**config.mk**
```make
export PLATFORM = sky130hd
export DESIGN_NAME = rst_seq_flat
export DESIGN_NICKNAME = d
export VERILOG_FILES = /design/src/rtl/rst_seq_if.sv /design/src/rtl/rst_seq.sv /design/src/flat_wrapper.sv
export SDC_FILE = /design/constraint.sdc
export NUM_CORES = 1
export LEC_CHECK = 0
export ABC_AREA = 1
export ABC_CLOCK_PERIOD_IN_PS = 1400
export CAP_MARGIN = 20
export CORE_ASPECT_RATIO = 1.4
export CORE_MARGIN = 3
export CORE_UTILIZATION = 41
export DETAILED_ROUTE_END_ITERATION = 12
export SETUP_SLACK_MARGIN = 0.3
export SLEW_MARGIN = 20
export SYNTH_ARGS = -nofsm -noshare
export SYNTH_HDL_FRONTEND = slang
export SYNTH_SLANG_ARGS = --single-unit
```
**constraint.sdc**
```tcl
create_clock -name clk -period 1.4 [get_ports clk]
set_input_delay 0.42 -clock clk [delete_from_list [all_inputs] [get_ports clk]]
set_output_delay 0.42 -clock clk [all_outputs]
set_load 0.005 [all_outputs]
```
**src/rtl/rst_seq_if.sv**
```systemverilog
// Reset-sequencer request/reset bundle: software and watchdog requests in,
// staged subsystem resets, busy flag and last-reset cause out.
interface rst_seq_if;
  logic       swrst_req;
  logic       wdt_req;
  logic       rst_mem_n;
  logic       rst_core_n;
  logic       rst_periph_n;
  logic       seq_busy;
  logic [1:0] rst_cause;

  modport master (
    output swrst_req,
    output wdt_req,
    input  rst_mem_n,
    input  rst_core_n,
    input  rst_periph_n,
    input  seq_busy,
    input  rst_cause
  );

  modport slave (
    input  swrst_req,
    input  wdt_req,
    output rst_mem_n,
    output rst_core_n,
    output rst_periph_n,
    output seq_busy,
    output rst_cause
  );
endinterface

```
**src/rtl/rst_seq.sv**
```systemverilog
// Reset sequencer: holds all subsystem resets, releases mem -> core -> periph,
// and replays the sequence after an accepted software or watchdog request.
module rst_seq #(
  parameter int unsigned HOLD_CYC  = 16,
  parameter int unsigned STEP_CYC  = 4,
  parameter int unsigned SWRST_CYC = 8,
  parameter int unsigned CNT_W     = 8
) (
  input  logic       clk,
  input  logic       rst_n,
  rst_seq_if.slave   bus
);

  typedef enum logic [2:0] {
    StHold,
    StRelMem,
    StRelCore,
    StRun,
    StAssert
  } state_e;

  localparam logic [1:0] CausePor = 2'b00;
  localparam logic [1:0] CauseSw  = 2'b01;
  localparam logic [1:0] CauseWdt = 2'b10;

  // Terminal values: the counter is cleared on entry, so the Nth edge in a state sees N-1.
  localparam logic [CNT_W-1:0] HoldLast  = CNT_W'(HOLD_CYC - 1);
  localparam logic [CNT_W-1:0] StepLast  = CNT_W'(STEP_CYC - 1);
  localparam logic [CNT_W-1:0] SwrstLast = CNT_W'(SWRST_CYC - 1);

  state_e           r_state;
  logic [CNT_W-1:0] r_cnt;
  logic             r_mem_n;
  logic             r_core_n;
  logic             r_periph_n;
  logic             r_busy;
  logic [1:0]       r_cause;
  logic             w_req;

  assign w_req = bus.swrst_req | bus.wdt_req;

  always_ff @(posedge clk or negedge rst_n) begin
    if (!rst_n) begin
      r_state    <= StHold;
      r_cnt      <= '0;
      r_mem_n    <= 1'b0;
      r_core_n   <= 1'b0;
      r_periph_n <= 1'b0;
      r_busy     <= 1'b1;
      r_cause    <= CausePor;
    end else begin
      unique case (r_state)
        StHold: begin
          if (r_cnt == HoldLast) begin
            r_mem_n <= 1'b1;
            r_cnt   <= '0;
            r_state <= StRelMem;
          end else begin
            r_cnt <= r_cnt + 1'b1;
          end
        end
        StRelMem: begin
          if (r_cnt == StepLast) begin
            r_core_n <= 1'b1;
            r_cnt    <= '0;
            r_state  <= StRelCore;
          end else begin
            r_cnt <= r_cnt + 1'b1;
          end
        end
        StRelCore: begin
          if (r_cnt == StepLast) begin
            r_periph_n <= 1'b1;
            r_busy     <= 1'b0;
            r_cnt      <= '0;
            r_state    <= StRun;
          end else begin
            r_cnt <= r_cnt + 1'b1;
          end
        end
        StRun: begin
          r_cnt <= '0;
          if (w_req) begin
            r_mem_n    <= 1'b0;
            r_core_n   <= 1'b0;
            r_periph_n <= 1'b0;
            r_busy     <= 1'b1;
            r_cause    <= bus.wdt_req ? CauseWdt : CauseSw;
            r_state    <= StAssert;
          end
        end
        StAssert: begin
          if (r_cnt == SwrstLast) begin
            r_cnt   <= '0;
            r_state <= StHold;
          end else begin
            r_cnt <= r_cnt + 1'b1;
          end
        end
        default: begin
          r_state    <= StHold;
          r_cnt      <= '0;
          r_mem_n    <= 1'b0;
          r_core_n   <= 1'b0;
          r_periph_n <= 1'b0;
          r_busy     <= 1'b1;
        end
      endcase
    end
  end

  assign bus.rst_mem_n    = r_mem_n;
  assign bus.rst_core_n   = r_core_n;
  assign bus.rst_periph_n = r_periph_n;
  assign bus.seq_busy     = r_busy;
  assign bus.rst_cause    = r_cause;

endmodule

```
**src/flat_wrapper.sv**
```systemverilog
// flat-port wrapper written by rule: the top's interface ports become plain ports
module rst_seq_flat 
#(
  parameter int unsigned HOLD_CYC  = 16,
  parameter int unsigned STEP_CYC  = 4,
  parameter int unsigned SWRST_CYC = 8,
  parameter int unsigned CNT_W     = 8
)
  (clk, rst_n, bus_swrst_req, bus_wdt_req, bus_rst_mem_n, bus_rst_core_n, bus_rst_periph_n, bus_seq_busy, bus_rst_cause);
  rst_seq_if bus_i ();
  input  logic clk;
  input  logic rst_n;
  input wire logic [$bits(bus_i.swrst_req)-1:0] bus_swrst_req;
  input wire logic [$bits(bus_i.wdt_req)-1:0] bus_wdt_req;
  output wire logic [$bits(bus_i.rst_mem_n)-1:0] bus_rst_mem_n;
  output wire logic [$bits(bus_i.rst_core_n)-1:0] bus_rst_core_n;
  output wire logic [$bits(bus_i.rst_periph_n)-1:0] bus_rst_periph_n;
  output wire logic [$bits(bus_i.seq_busy)-1:0] bus_seq_busy;
  output wire logic [$bits(bus_i.rst_cause)-1:0] bus_rst_cause;
  assign bus_i.swrst_req = bus_swrst_req;
  assign bus_i.wdt_req = bus_wdt_req;
  assign bus_rst_mem_n = bus_i.rst_mem_n;
  assign bus_rst_core_n = bus_i.rst_core_n;
  assign bus_rst_periph_n = bus_i.rst_periph_n;
  assign bus_seq_busy = bus_i.seq_busy;
  assign bus_rst_cause = bus_i.rst_cause;
  rst_seq #(.HOLD_CYC(HOLD_CYC), .STEP_CYC(STEP_CYC), .SWRST_CYC(SWRST_CYC), .CNT_W(CNT_W)) u_core (.clk(clk), .rst_n(rst_n), .bus(bus_i));
endmodule
```
* After elaboration in Yosys (flattened, before gate mapping)
Cells that the tools add are included.
** Word-level totals
- Input port bits :: 4
- Bits in registers :: 17
- Output and inout bits :: 6
** Operators by class
- Bitwise logic cells :: 4
- Add/sub/neg operators :: 1
- Reduce and logical (&&, ||, !) cells :: 10
- Muxes and demuxes :: 20
- Eq/ne operators :: 12
** Operators by type and width (count)
- 2-to-1 mux 8 bit :: 3
- one-hot mux 8 bit (3 select lines) :: 1
- 2-to-1 mux 3 bit :: 5
- one-hot mux 3 bit (5 select lines) :: 1
- one-hot mux 1 bit (3 select lines) :: 4
- != test 2 x 1 -> 1 bit (second input constant) :: 5
- AND reduction 3 bit :: 3
- OR reduction 3 bit :: 3
- adder 8 x 1 -> 8 bit (second input constant) :: 1
- equality test 8 x 2 -> 1 bit (second input constant) :: 1
- equality test 8 x 3 -> 1 bit (second input constant) :: 1
- equality test 8 x 4 -> 1 bit (second input constant) :: 1
- equality test 3 x 2 -> 1 bit (second input constant) :: 2
- 2-to-1 mux 1 bit :: 5
- AND reduction 5 bit :: 1
- equality test 3 x 1 -> 1 bit (second input constant) :: 1
- equality test 3 bit (second input constant) :: 1
- logical NOT 3 bit :: 1
- inverter 1 bit :: 3
- 2-to-1 mux 2 bit :: 1
- AND reduction 2 bit :: 1
- OR reduction 2 bit :: 1
- OR 1 bit :: 1

* Logic depth before layout (Yosys ltp)
- Depth in word-level cells :: 4
- Gate-level depth with buffers :: 9

* Worst setup path after synthesis
Ideal clock, no wire load.
- Path type :: reg2reg
- From :: register u_core.r_cnt[0]
- To :: register u_core.r_cnt[0]
- Data required time :: 1280 ps
- Path buffers :: 0
- Stages on the path, launching flop included :: 7
- Data arrival time :: 1182 ps
- Slack :: 99 ps
- Cell sequence :: dfrtp_1 > ha_1 > nand3_1 > o21ai_2 > nand3_2 > nor2_4 > nor2_1
** Between the ends
- Cells in the longest elaborated chain, start to end :: 3
- Elaborated cells between the ends (all ways) :: 8
- Classes of those cells :: add/sub (1); eq/ne (3); mux (4)
** Ends and longest elaborated chain
- start, declared :: line rst_seq.sv:32 : logic [CNT_W-1:0] r_cnt;
- start signal, assigned :: line rst_seq.sv:59 : r_cnt <= r_cnt + 1'b1;
- start signal, assigned :: line rst_seq.sv:68 : r_cnt <= r_cnt + 1'b1;
- start signal, assigned :: line rst_seq.sv:78 : r_cnt <= r_cnt + 1'b1;
- adder 8 x 1 -> 8 bit (tied with other cells)
- 2-to-1 mux 8 bit (on tied branches)
- one-hot mux 8 bit (3 select lines) (*) :: line rst_seq.sv:52 : unique case (r_state)
Every way passes the cells marked *; elsewhere a longest branch is shown, timed or not.
A chain may end at the register's enable or synchronous reset.

* Worst setup path after layout
- From :: register u_core.r_cnt[0]
- To :: register u_core.r_cnt[2]
The elaborated chain is that of the path after synthesis.

==> flow_summary.ini <==
[outcome]
status = finished with violations
failed_checks = setup timing

[setup_path]
path_delay_family = flip-flops
setup.worst_path.end_class = flop
critical-path-max-stage-delay_ps = 420
worstReg2RegEnd = u_core.r_cnt[2]
critical_path.most_common_cell = sky130_fd_sc_hd__buf_4
critPathRequiredTime_ps = 1630
r2r_setup_slack_ps = -50
worst_path_max_delay_cell = sky130_fd_sc_hd__dfrtp_1
critical_path.reg2reg.startpoint = u_core.r_cnt[0]
critPathBufInv = 4
crit_cells = 9
worstPathArrival_ps = 1680
critical_path.startpoint_type = flop
reg2reg_depth = 9
timing.critical_path.cells = ha_4, nand2_2, inv_2, buf_4, buf_4, buf_4, nor2_2, nand2_1, a21oi_2
cp_max_fo = 4
path_class = reg -> reg

[global_routing]
grt_start_max_net_pins = 18
grt_overflow_total = 0
grt_usage = 0.1780
grt_pass1_wl_um = 3574
antenna_found_initial = 0
grt_pass1_vias = 828

[timing]
worstMarginPinSlew_ps = 279.5
layout_worst_path_cycle_share = 1.036
achievable-frequency_ghz = 0.6892
timing.slew.headroom = 0.8131
hold_viol_final = 0
grt_setup_unrepaired = yes
final.min_clock_period_ps = 1451
drv_slew = 0
totalNegativeSetupSlack_ps = -60.75
setup_viol = 2
skew_ps = 1.022
final_critical_path_setup_slack_ps = -50.91

[cells_and_area]
multi_input_comb_area_um2 = 596.8
area_growth_syn_to_layout_pct = 61.02
final.fill_count = 156
final_cell_mix = sky130_fd_sc_hd__buf_4 (24), sky130_fd_sc_hd__nand2_1 (17), sky130_fd_sc_hd__dfrtp_1 (13)
register_area_um2 = 430.4
stdcell_count = 174
mostFrequentLayoutCell = sky130_fd_sc_hd__buf_4
finalInstanceArea_um2 = 1426
antenna_cells = 0
layout_cells_sized_above_1 = 0.5621
finish.net_count = 159

[cts]
clk_root_buffer_cell = sky130_fd_sc_hd__clkbuf_4
holdBufCountCts = 0
cts_buffer_count = 3
clk_latency_ps = 290
cts.path.max_buffers = 2
cts_max_level = 1
cts.clk_slew.worst_paths_ps = 90
tritoncts_clock_tree = yes
cts.sinks = 17

[yosys]
yosys.area_share.xor_xnor = 0.02966
yosysWarnings = 0
syn_area_um2 = 885.9
synth-seq-area-share = 0.4816
synth_simple_gate_area_share = 0.3291
synth.avg_cell_area_um2 = 7.981
synth_top_family_by_area = simple AND/OR/NAND/NOR gates
ys_ff_latch = 17
post_synth_fa_ha_maj_area_fraction = 0.01412
synth.area.mux_share = 0
post-synth-top-area-cell = sky130_fd_sc_hd__dfrtp_1
cell_types_with_the_largest_area_share_after_synthesis = sky130_fd_sc_hd__dfrtp_1 (45%), sky130_fd_sc_hd__nand2_1 (9.7%), sky130_fd_sc_hd__nor2_1 (9.3%)
syn-num-nets = 116
yosysUniqueCellTypes = 21
netlist.area_leader.share = 0.4520
compound_gate_fraction_of_synth_area = 0.08616
synthesis.instances = 111

[routing]
number_of_vias_after_detailed_routing = 877
first_iter_violations = 19
routed_wire_length_per_instance_um = 13.63
postRouteWirelength_um = 2372
ant_nets = 0
dr.pass1.iters = 4
remaining_drc_errors = 0
vias_per_cell = 5.040

[flow_run]
drv_cap = 0

[floorplan]
floorplan.initialDensity = 0.4436
die_h_um = 61
design.die.area_um2 = 2762
core_region_area_um2 = 1997
pin_count = 10
die_width_um = 45.29
rows = 19

[placed_design]
placed_cells = 149
gpl.final_weighted_congestion = 0.8689
numPortBuffers = 9
hpwlAfterDp_um = 1274
detailed_place.area_um2 = 1070

[worst_hold_path]
hold_class = in -> async

[power_and_ir_drop]
static-leakage-power_uw = 0.0006849
power_density_nw_per_um2 = 2109
power.ir.vdd_worst_uv = 1367
==> metrics by stage <==
step	worst slack [ps]	power, µW	util	hold slack (ps)
CTS	-10.22	2629	0.6278	453.9
finish	-50.91	3009	0.7143	444.8
floorplan	129.2	1589	-	124.4
global placement	-173.8	2035	0.5357	459.9
global route	-113.7	3265	0.7143	460.9
detailed placement	-204.7	2046	0.5357	465.4
==> what timing repair did <==
item | CTS | global route
buffers inserted | 14 | 7
resized for setup | 48 | 36
pin swaps | 14 | 7
endpoints found under the setup margin | 23 | 23
==> power breakdown <==
part / switching, µW / total [µW] / internal [µW]
Clock: 151 / 262 / 111
Sequential: 159 / 840 / 681
Combinational: 999 / 1910 / 908
Total: 1310 / 3010 / 1700
==> worst register-to-register path, cell delays in order (launching register included) <==
cell	delay [ps]
sky130_fd_sc_hd__dfrtp_1	420
sky130_fd_sc_hd__ha_4	200
sky130_fd_sc_hd__nand2_2	70
sky130_fd_sc_hd__inv_2	50
sky130_fd_sc_hd__buf_4	130
sky130_fd_sc_hd__buf_4	120
sky130_fd_sc_hd__buf_4	120
sky130_fd_sc_hd__nor2_2	80
sky130_fd_sc_hd__nand2_1	80
sky130_fd_sc_hd__a21oi_2	110
==> layout make-up <==
type | count | share of cell area
Multi-Input combinational cell | 80 | 0.4184
Sequential cell | 17 | 0.3018
Timing Repair Buffer | 38 | 0.2061
Inverter | 14 | 0.03684
Clock buffer | 4 | 0.01842
Tap cell | 21 | 0.01842
==> sequential cells by signal, summed over array words and instances (netlist names) <==
name / flops
u_core.bus.rst_cause: 2
u_core.bus.rst_core_n: 1
u_core.bus.rst_mem_n: 1
u_core.bus.rst_periph_n: 1
u_core.bus.seq_busy: 1
u_core.r_cnt: 8
u_core.r_state: 3
==> kinds of logic after synthesis <==
group / count (synthesis)
AO/OA/AOI/OAI: 12
adder cells (fa/ha/maj): 1
XOR/XNOR: 3
buffers and inverters: 14
AND/OR/NAND/NOR: 64
flip-flops: 17
==> per-layer routing <==
metal | track usage | wire length (µm) | vias up
met2 | 0.3036 | 1286 | 20
met4 | 0.08787 | 79 | 0
met5 | 0 | 0 | -
li1 | - | - | 433
met3 | 0.01780 | 67 | 11
met1 | 0.2192 | 938 | 413
==> worst max-delay path by stage <==
stage,start,to,slack (ps)
floorplan,u_core.r_cnt[0],u_core.r_cnt[0],130
global placement,bus_wdt_req,u_core.bus.seq_busy,-170
detailed placement,bus_wdt_req,u_core.bus.seq_busy,-200
CTS,u_core.r_cnt[1],u_core.r_cnt[5],-10
global route,u_core.r_cnt[0],u_core.r_state[1],-110
finish,u_core.r_cnt[0],u_core.r_cnt[2],-50
==> cells in the mapped netlist <==
| cell | count |
|---|---|
| sky130_fd_sc_hd__nor2_1 | 22 |
| sky130_fd_sc_hd__nor2_4 | 1 |
| sky130_fd_sc_hd__nand3_1 | 8 |
| sky130_fd_sc_hd__xor2_1 | 3 |
| sky130_fd_sc_hd__nor3b_1 | 1 |
| sky130_fd_sc_hd__nand3_2 | 1 |
| sky130_fd_sc_hd__o21ai_1 | 4 |
| sky130_fd_sc_hd__nor2_2 | 5 |
| sky130_fd_sc_hd__o21bai_2 | 1 |
| sky130_fd_sc_hd__nand4_1 | 1 |
| sky130_fd_sc_hd__inv_1 | 14 |
| sky130_fd_sc_hd__nor3_2 | 1 |
| sky130_fd_sc_hd__o21ai_0 | 2 |
| sky130_fd_sc_hd__o21a_1 | 1 |
| sky130_fd_sc_hd__o21ai_2 | 2 |
| sky130_fd_sc_hd__dfstp_2 | 1 |
| sky130_fd_sc_hd__nand2_2 | 1 |
| sky130_fd_sc_hd__a21oi_1 | 2 |
| sky130_fd_sc_hd__dfrtp_1 | 16 |
| sky130_fd_sc_hd__nand2_1 | 23 |
| sky130_fd_sc_hd__ha_1 | 1 |
No activity file was read; power rests on OpenSTA's default activity.
